File: config.mk
export PLATFORM = sky130hd
export DESIGN_NAME = ysyx_041514_mem_arb
export DESIGN_NICKNAME = d
export VERILOG_FILES = /design/src/rtl/ysyx_041514_mem_arb_pkg.sv /design/src/rtl/ysyx_041514_mem_arb_pick.sv /design/src/rtl/ysyx_041514_mem_arb.sv
export SDC_FILE = /design/constraint.sdc
export NUM_CORES = 1
export LEC_CHECK = 0
export BUFFER_PORTS_ARGS = -buffer_cell sky130_fd_sc_hd__buf_2
export CORE_AREA = 2 2 173 175
export CTS_CLUSTER_DIAMETER = 40
export CTS_CLUSTER_SIZE = 12
export DETAILED_ROUTE_END_ITERATION = 6
export DIE_AREA = 0 0 175 177
export HOLD_SLACK_MARGIN = 0.08
export SETUP_SLACK_MARGIN = 0.1
export SLEW_MARGIN = 20
export SYNTH_ARGS = -nofsm -noshare
export SYNTH_HDL_FRONTEND = slang
export SYNTH_SLANG_ARGS = --single-unit
File: constraint.sdc
create_clock -name clk -period 2.1 [get_ports clk]
set_clock_uncertainty 0.1 [all_clocks]
set_input_delay 0.105 -clock clk [delete_from_list [all_inputs] [get_ports clk]]
set_output_delay 0.105 -clock clk [all_outputs]
set_load 0.05 [all_outputs]
File: src/rtl/ysyx_041514_mem_arb_pkg.sv
// ysyx_041514_mem_arb_pkg
// Shared definitions for the icache/dcache memory arbiter:
//   - bus widths for address, data, byte mask and access size
//   - default starvation limit for the icache
//   - arbiter FSM state encoding
//   - latched downstream request record
//   - fixed attributes of an icache refill (full-width read)
//   - helper that sizes the starvation counter from its limit
package ysyx_041514_mem_arb_pkg;

  localparam int ADDR_W = 32;
  localparam int DATA_W = 64;
  localparam int MASK_W = 8;
  localparam int SIZE_W = 4;

  localparam int STARVE_LIMIT_DEF = 4;

  typedef enum logic [1:0] {
    ST_IDLE   = 2'd0,
    ST_BUSY_I = 2'd1,
    ST_BUSY_D = 2'd2
  } arb_state_e;

  typedef struct packed {
    logic [ADDR_W-1:0] addr;
    logic              write;
    logic [DATA_W-1:0] wdata;
    logic [MASK_W-1:0] mask;
    logic [SIZE_W-1:0] size;
  } mem_req_t;

  // An icache refill is always a full 8-byte read.
  localparam logic [MASK_W-1:0] IFETCH_MASK = 8'hFF;
  localparam logic [SIZE_W-1:0] IFETCH_SIZE = 4'd8;

  // Counter must be able to hold the value STARVE_LIMIT itself.
  function automatic int cnt_width(input int limit);
    if (limit < 1) begin
      return 1;
    end
    return $clog2(limit + 1);
  endfunction

endpackage

File: src/rtl/ysyx_041514_mem_arb_pick.sv
// ysyx_041514_arb_pick
// Combinational grant decision between icache and dcache.
// Ports:
//   i_req       in   icache request pending
//   d_req       in   dcache request pending
//   starve_cnt  in   consecutive dcache grants made while icache waited
//   grant_i     out  icache wins this IDLE cycle
//   grant_d     out  dcache wins this IDLE cycle
//   starve_nxt  out  starvation count to load at the IDLE-cycle edge
module ysyx_041514_arb_pick #(
  parameter int STARVE_LIMIT = 4,
  parameter int CNT_W        = 3
) (
  input  logic             i_req,
  input  logic             d_req,
  input  logic [CNT_W-1:0] starve_cnt,
  output logic             grant_i,
  output logic             grant_d,
  output logic [CNT_W-1:0] starve_nxt
);

  logic starve_hit;

  // dcache normally wins; a starved icache takes one grant to break the run.
  assign starve_hit = i_req && (starve_cnt == CNT_W'(STARVE_LIMIT));
  assign grant_i    = i_req && (!d_req || starve_hit);
  assign grant_d    = d_req && !grant_i;

  // Count only dcache grants that overtook a waiting icache; anything else
  // (icache grant, icache not waiting, no grant) restarts the run.
  always_comb begin
    starve_nxt = '0;
    if (grant_d && i_req) begin
      if (starve_cnt == CNT_W'(STARVE_LIMIT)) begin
        starve_nxt = starve_cnt;
      end else begin
        starve_nxt = starve_cnt + CNT_W'(1);
      end
    end
  end

endmodule

File: src/rtl/ysyx_041514_mem_arb.sv
// ysyx_041514_mem_arb
// Arbitrates icache refills and dcache accesses onto a single request
// channel towards the AXI bridge. One transaction at a time; the winner's
// request is latched at grant so the downstream fields stay stable.
// Ports:
//   clk, rst                    clock, synchronous active-low reset
//   i_req_valid_i, i_addr_i     icache read request
//   i_ready_o, i_rdata_o        icache done pulse / read data
//   d_req_valid_i, d_addr_i, d_write_i, d_wdata_i, d_mask_i, d_size_i
//                               dcache request
//   d_ready_o, d_rdata_o        dcache done pulse / read data
//   m_valid_o, m_addr_o, m_write_o, m_wdata_o, m_mask_o, m_size_o
//                               request to the bridge
//   m_ready_i, m_rdata_i        bridge done pulse / read data
//   m_owner_o                   last granted master (0 icache, 1 dcache)
//
// state     | meaning
// ----------+--------------------------------------------------------
// ST_IDLE   | no transaction; grant to a requester at the next edge
// ST_BUSY_I | icache refill presented to the bridge, waiting m_ready_i
// ST_BUSY_D | dcache access presented to the bridge, waiting m_ready_i
module ysyx_041514_mem_arb
  import ysyx_041514_mem_arb_pkg::*;
#(
  parameter int STARVE_LIMIT = STARVE_LIMIT_DEF
) (
  input  logic              clk,
  input  logic              rst,

  input  logic              i_req_valid_i,
  input  logic [ADDR_W-1:0] i_addr_i,
  output logic              i_ready_o,
  output logic [DATA_W-1:0] i_rdata_o,

  input  logic              d_req_valid_i,
  input  logic [ADDR_W-1:0] d_addr_i,
  input  logic              d_write_i,
  input  logic [DATA_W-1:0] d_wdata_i,
  input  logic [MASK_W-1:0] d_mask_i,
  input  logic [SIZE_W-1:0] d_size_i,
  output logic              d_ready_o,
  output logic [DATA_W-1:0] d_rdata_o,

  output logic              m_valid_o,
  output logic [ADDR_W-1:0] m_addr_o,
  output logic              m_write_o,
  output logic [DATA_W-1:0] m_wdata_o,
  output logic [MASK_W-1:0] m_mask_o,
  output logic [SIZE_W-1:0] m_size_o,
  input  logic              m_ready_i,
  input  logic [DATA_W-1:0] m_rdata_i,

  output logic              m_owner_o
);

  localparam int CNT_W = cnt_width(STARVE_LIMIT);

  arb_state_e       state;
  mem_req_t         lat_q;
  mem_req_t         i_pkt;
  mem_req_t         d_pkt;
  logic             valid_q;
  logic             owner_q;
  logic [CNT_W-1:0] starve_cnt;
  logic [CNT_W-1:0] starve_nxt;
  logic             grant_i;
  logic             grant_d;

  ysyx_041514_arb_pick #(
    .STARVE_LIMIT (STARVE_LIMIT),
    .CNT_W        (CNT_W)
  ) u_pick (
    .i_req      (i_req_valid_i),
    .d_req      (d_req_valid_i),
    .starve_cnt (starve_cnt),
    .grant_i    (grant_i),
    .grant_d    (grant_d),
    .starve_nxt (starve_nxt)
  );

  always_comb begin
    i_pkt       = '0;
    i_pkt.addr  = i_addr_i;
    i_pkt.write = 1'b0;
    i_pkt.mask  = IFETCH_MASK;
    i_pkt.size  = IFETCH_SIZE;

    d_pkt       = '0;
    d_pkt.addr  = d_addr_i;
    d_pkt.write = d_write_i;
    d_pkt.wdata = d_wdata_i;
    d_pkt.mask  = d_mask_i;
    d_pkt.size  = d_size_i;
  end

  always_ff @(posedge clk) begin
    if (!rst) begin
      state      <= ST_IDLE;
      lat_q      <= '0;
      valid_q    <= 1'b0;
      owner_q    <= 1'b0;
      starve_cnt <= '0;
    end else begin
      case (state)
        ST_IDLE: begin
          starve_cnt <= starve_nxt;
          if (grant_i) begin
            state   <= ST_BUSY_I;
            lat_q   <= i_pkt;
            valid_q <= 1'b1;
            owner_q <= 1'b0;
          end else if (grant_d) begin
            state   <= ST_BUSY_D;
            lat_q   <= d_pkt;
            valid_q <= 1'b1;
            owner_q <= 1'b1;
          end
        end
        ST_BUSY_I, ST_BUSY_D: begin
          // Completion always passes through IDLE, so back-to-back grants
          // are separated by one idle cycle.
          if (m_ready_i) begin
            state   <= ST_IDLE;
            valid_q <= 1'b0;
          end
        end
        default: begin
          state   <= ST_IDLE;
          valid_q <= 1'b0;
        end
      endcase
    end
  end

  assign m_valid_o = valid_q;
  assign m_addr_o  = lat_q.addr;
  assign m_write_o = lat_q.write;
  assign m_wdata_o = lat_q.wdata;
  assign m_mask_o  = lat_q.mask;
  assign m_size_o  = lat_q.size;
  assign m_owner_o = owner_q;

  // A bridge completion coinciding with reset is dropped along with the
  // transaction rather than reported to the master.
  assign i_ready_o = rst && (state == ST_BUSY_I) && m_ready_i;
  assign d_ready_o = rst && (state == ST_BUSY_D) && m_ready_i;
  assign i_rdata_o = i_ready_o ? m_rdata_i : '0;
  assign d_rdata_o = d_ready_o ? m_rdata_i : '0;

endmodule

# == Word level (Yosys, flattened, before mapping) ==
# Cells that the tools add are included.
# word_totals
in_bits,210
output_inout_bits,241
reg_bits,116
ramBits,0
n_memories,0
latch_bits,0
word_cells,48
rom_bits,0
# op_classes
eq_ne,6
shifts,0
n_reduce_logical,17
muxes,15
div_mod_pow,0
n_addsub,1
bitwise_logic,0
n_lt_le_gt_ge,0
n_mul,0
# op_table
operator,count
$mux 109,2
$mux 64,2
$logic_and 1x1->1,8
$mux 2,3
$mux 3,2
$reduce_and 2->1,3
$mux 1,4
$ne 2x2->1 const B,2
$pmux 2 s2,1
$add 3x1->3 const B,1
$eq 3x3->1 const B,1
$ne 3x1->1 const B,1
$eq 2x1->1 const B,1
$eq 2x2->1 const B,1
$logic_not 1->1,2
$logic_not 2->1,1
$pmux 1 s2,1
$reduce_bool 2->1,1
$reduce_or 2->1,1
$logic_or 1x1->1,1

# == Logic depth before layout (Yosys ltp) ==
# depth
depth_word,9
ltp_mapped,9
depth_no_buf,5

# == Cells and area by module ==
# From an unflattened synthesis, not the netlist that was laid out.
# hier_totals
hier_cells,658
area_unflattened_um2,5941.9
# modules_own_cells
mod,cells_per_inst,area_per_inst_um2,seq_area_each_um2,n_inst
ysyx_041514_mem_arb,644,5844.4,2322.2,1
ysyx_041514_arb_pick,14,97.6,0.0,1

# == Worst setup path before layout ==
# OpenSTA, ideal clock, no wires.
# synth_path
path_kind,reg-to-output
startpoint,register state[0]
endpoint,output d_rdata_o[54]
t_required_ns,1.895
t_arrival_ns,1.752
n_path_buf,1
stages_incl_launch_ff,6
path_slack_ns,0.143
path_cell_list,dfxtp_1 inv_1 ha_1 and3_1 clkbuf_1 and2_1
# synth_between
elab_chain_len,4
# synth_lines
element,line_no,source
"start, declared",ysyx_041514_mem_arb.sv:58,arb_state_e state;
"start signal, assigned",ysyx_041514_mem_arb.sv:98,state <= ST_IDLE;
"start signal, assigned",ysyx_041514_mem_arb.sv:108,state <= ST_BUSY_I;
"start signal, assigned",ysyx_041514_mem_arb.sv:113,state <= ST_BUSY_D;
$eq 2x2->1,ysyx_041514_mem_arb.sv:146,assign d_ready_o = rst && (state == ST_BUSY_D) && m_ready_i;
$logic_and 1x1->1 (2 in a row),ysyx_041514_mem_arb.sv:146,
named net d_ready_o,ysyx_041514_mem_arb.sv:41,"output logic d_ready_o,"
$mux 64,ysyx_041514_mem_arb.sv:148,assign d_rdata_o = d_ready_o ? m_rdata_i : '0;
"end, declared",ysyx_041514_mem_arb.sv:42,"output logic [DATA_W-1:0] d_rdata_o,"
# The timed path passes the listed nets, and every way through them passes these cells.

# == Final worst setup path ==
# layout_path
startpoint,register state[0]
endpoint,output d_rdata_o[41]
# layout_between
elab_chain_len,4
# layout_lines
element,line_no
$eq 2x2->1,ysyx_041514_mem_arb.sv:146
$logic_and 1x1->1 (2 in a row),ysyx_041514_mem_arb.sv:146
$mux 64,ysyx_041514_mem_arb.sv:148
# Every way passes these cells.

==> qor.yml <==
critPathRequiredTime_ns: 1.89
use_met3: 0.05971
crit_path_top_delay_cell: "dfxtp_2"
final_util: 0.3860
grt_pass1_wl_um: 44080
die-area_sq_um: 30980
slowest_delay_ns: 0.32
cts.sinks: 116
postSynthCellCount: 630
status: "completed"
route.detailed.drc: 0
groute.usage.overall: 0.1890
powerDensity_nw_per_um2: 707.1
endpoint_kind: "primary output"
r2r_start: "state[0]$_SDFFE_PN0P_"
area_growth_pct: 102.4
crit_arrival_ns: 1.82
top_usage_layer: "met2"
cts.path.max_buffers: 2
period_minus_slack_ns: 2.023
grt.overflow.total: 0
fin_crit_sh: 0.9634
regToRegEndpoint: "m_wdata_o[57]$_SDFFE_PN0P_"
fp.dieW_um: 175
cts-root-buf: "clkbuf_16"
avgViaCountPerCell: 4.632
crit_type: "register to primary output"
clkTransAtPathRegs_ns: 0.05
nFillCells: 2824
cp-endpoint: "d_rdata_o[41]"
maxCapViolations: 0
grt_pass1_vias: 7256
ys_ff_latch: 116
numCtsBuffers: 17
gp_congestion: 0.9280
report.final.hold_viol_count: 0
fin_nets: 1413
wirelength_um: 32500
whs_ns: 0.1327
synth_area_per_cell_sq_um: 8.854
finalSetupTns_ns: 0
antenna_found_initial: 24
ios: 451
place_ws_ns: 0.2605
layout-drive-gt1-share: 0.4524
use_met2: 0.3393
worstMarginPinSlew_ns: 0.7495
slew_viol_final: 0
io_buffer_count: 450
max_slew_margin: 0.5004
r2r_slack_ns: 0.19
timing.final.ws_setup_ns: 0.07680
rows: 63
dr_total_vias: 7462
yosysSeqAreaShare: 0.4163
rsz0062_at_grt: "true"
fp.dieH_um: 177
r2r_cells: 7
htree_levels: 4
p_leak_nw: 5.148
min_path_type: "input port to register"
first_pass_iters: 5
drt_iter0_drc: 441
start_kind: "register"
path_cells: "inv_2, ha_4, and3_4, buf_8, clkbuf_16, and2_1, buf_6"
met1_usage: 0.1950
peakVddDrop_mv: 0.4997
ys.warnings.count: 0
grt_max_degree: 87
p_total_w: 0.007981
fmax_ghz: 0.4943
wl_per_cell_um: 20.17
worstSkewPairLatency_ns: 0.39
coreArea_sq_um: 29240
start_util: 0.1907
synth.cell_area_sq_um: 5578
cts_tree: "done"
setup-violations-final: 0
critPathMaxFanout: 8
synth_nets: 845
dp_hpwl_um: 20860
synth_cell_type_count: 32
ant_nets: 0
cp-startpoint: "state[0]$_SDFFE_PN0P_"
==> cell families (layout without fill, tap and decap cells) <==
logic type                 after synthesis  count (layout)  synth area share
AOI/OAI and AO/OA                      218             218            0.2645
and+or+nand+nor                        211             211            0.2369
DFF                                    116             116            0.4163
buffers and inverters                   77             656           0.06617
adders and majority gates                5               5           0.01122
xor gates and xnor gates                 2               2          0.003141
muxes                                    1               1          0.001795
other                                    0              12                 0
==> cell type report <==
type                       count  area [sq um]  area share
antenna                       12         30.03    0.002660
clock buffer                  20         446.7     0.03957
clock inverter                10         133.9     0.01186
inverter                       5         22.52    0.001995
multi-input combinational    437          2985      0.2645
sequential                   116          2327      0.2062
tap                          390         488.0     0.04323
timing repair buffer         620          4848      0.4296
timing repair inverter         1         5.005   0.0004434
==> cell usage after synthesis (all sizes together) <==
master / number / share of area
nand3: 1 / 0.0018
inv: 5 / 0.0034
xnor2: 1 / 0.0016
xor2: 1 / 0.0016
nand2b: 1 / 0.0011
nor3b: 4 / 0.0054
a21oi: 32 / 0.029
o221a: 9 / 0.018
a21bo: 1 / 0.0018
and3: 2 / 0.0022
dfxtp: 116 / 0.42
mux2i: 1 / 0.0018
a31oi: 32 / 0.036
o21ai: 68 / 0.062
a32oi: 68 / 0.11
and2: 129 / 0.14
nand2: 4 / 0.0031
clkbuf: 42 / 0.029
a21boi: 6 / 0.0087
nand4: 1 / 0.0011
o211ai: 1 / 0.0013
buf: 30 / 0.034
ha: 5 / 0.011
nor2b: 69 / 0.077
o21a: 1 / 0.0013
==> worst min-delay path by stage <==
stage                        startpoint                   endpoint  slack, ns  cells after the start
after floorplan            d_addr_i[30]  m_addr_o[30]$_SDFFE_PN0P_       0.16                      2
after global routing                rst   m_mask_o[1]$_SDFFE_PN0P_       0.17                      3
after detailed placement    d_addr_i[0]   m_addr_o[0]$_SDFFE_PN0P_       0.27                      3
final                     d_req_valid_i      state[1]$_SDFFE_PN0P_       0.13                      4
after global placement      d_addr_i[1]   m_addr_o[1]$_SDFFE_PN0P_       0.27                      3
after CTS                 d_req_valid_i      state[0]$_SDFFE_PN0P_       0.11                      4
==> what timing repair did <==
item,CTS,global route
setup endpoints to repair,125,151
hold buffers,143,0
pin swaps,1,5
endpoints found under the hold margin,112,0
buffers inserted,2,2
cloned,4,5
resized for setup,108,120
==> where the power goes <==
part / total, W / leakage (nW) / internal (W) / switching, W
sequential: 0.00253 / 0.957 / 0.00242 / 0.000110
clock: 0.00291 / 0.282 / 0.00188 / 0.00103
combinational: 0.00254 / 3.91 / 0.000888 / 0.00166
==> per-stage QoR <==
step                cell area [sq um]  std cells
global placement                 8344       1413
floorplan                        5578        630
CTS                             10750       1592
global route                    11280       1608
detailed placement               8344       1413
finish                          11290       1611
==> state kept, by name, summed over array words and instances, names as in the netlist <==
signal	flops
m_size_o	4
starve_cnt	3
m_valid_o	1
m_write_o	1
state	2
m_owner_o	1
m_wdata_o	64
m_mask_o	8
m_addr_o	32
==> worst max-delay path, delay by kind of cell, from the launching register on <==
kind          cells  cell delay, ns
fa+ha+maj         1            0.13
buf+inv           4            0.57
flops             1            0.32
simple gates      2            0.39
==> layer usage <==
layer / routed length, um / up-vias
li1: - / 3405
met3: 2670 / 110
met1: 11540 / 3496
met2: 16290 / 445
met4: 1957 / 6
met5: 33 / -
==> cell usage in the layout, fill, tap and decap left out, types with 5 or more instances in the layout <==
| cell | netlist | routed |
|---|---|---|
| buf_6 | 5 | 61 |
| buf_12 | 0 | 19 |
| a21boi_0 | 5 | 5 |
| buf_8 | 0 | 7 |
| diode_2 | 0 | 12 |
| a21oi_1 | 32 | 32 |
| o21ai_0 | 67 | 67 |
| dfxtp_1 | 116 | 114 |
| nor2b_1 | 69 | 69 |
| o221a_2 | 5 | 5 |
| a32oi_1 | 68 | 68 |
| and2_4 | 0 | 21 |
| buf_4 | 3 | 47 |
| buf_2 | 22 | 335 |
| and2_1 | 129 | 107 |
| clkbuf_16 | 0 | 21 |
| a31oi_1 | 32 | 32 |
| dlygate4sd3_1 | 0 | 143 |
No activity file was read; power rests on OpenSTA's default activity.
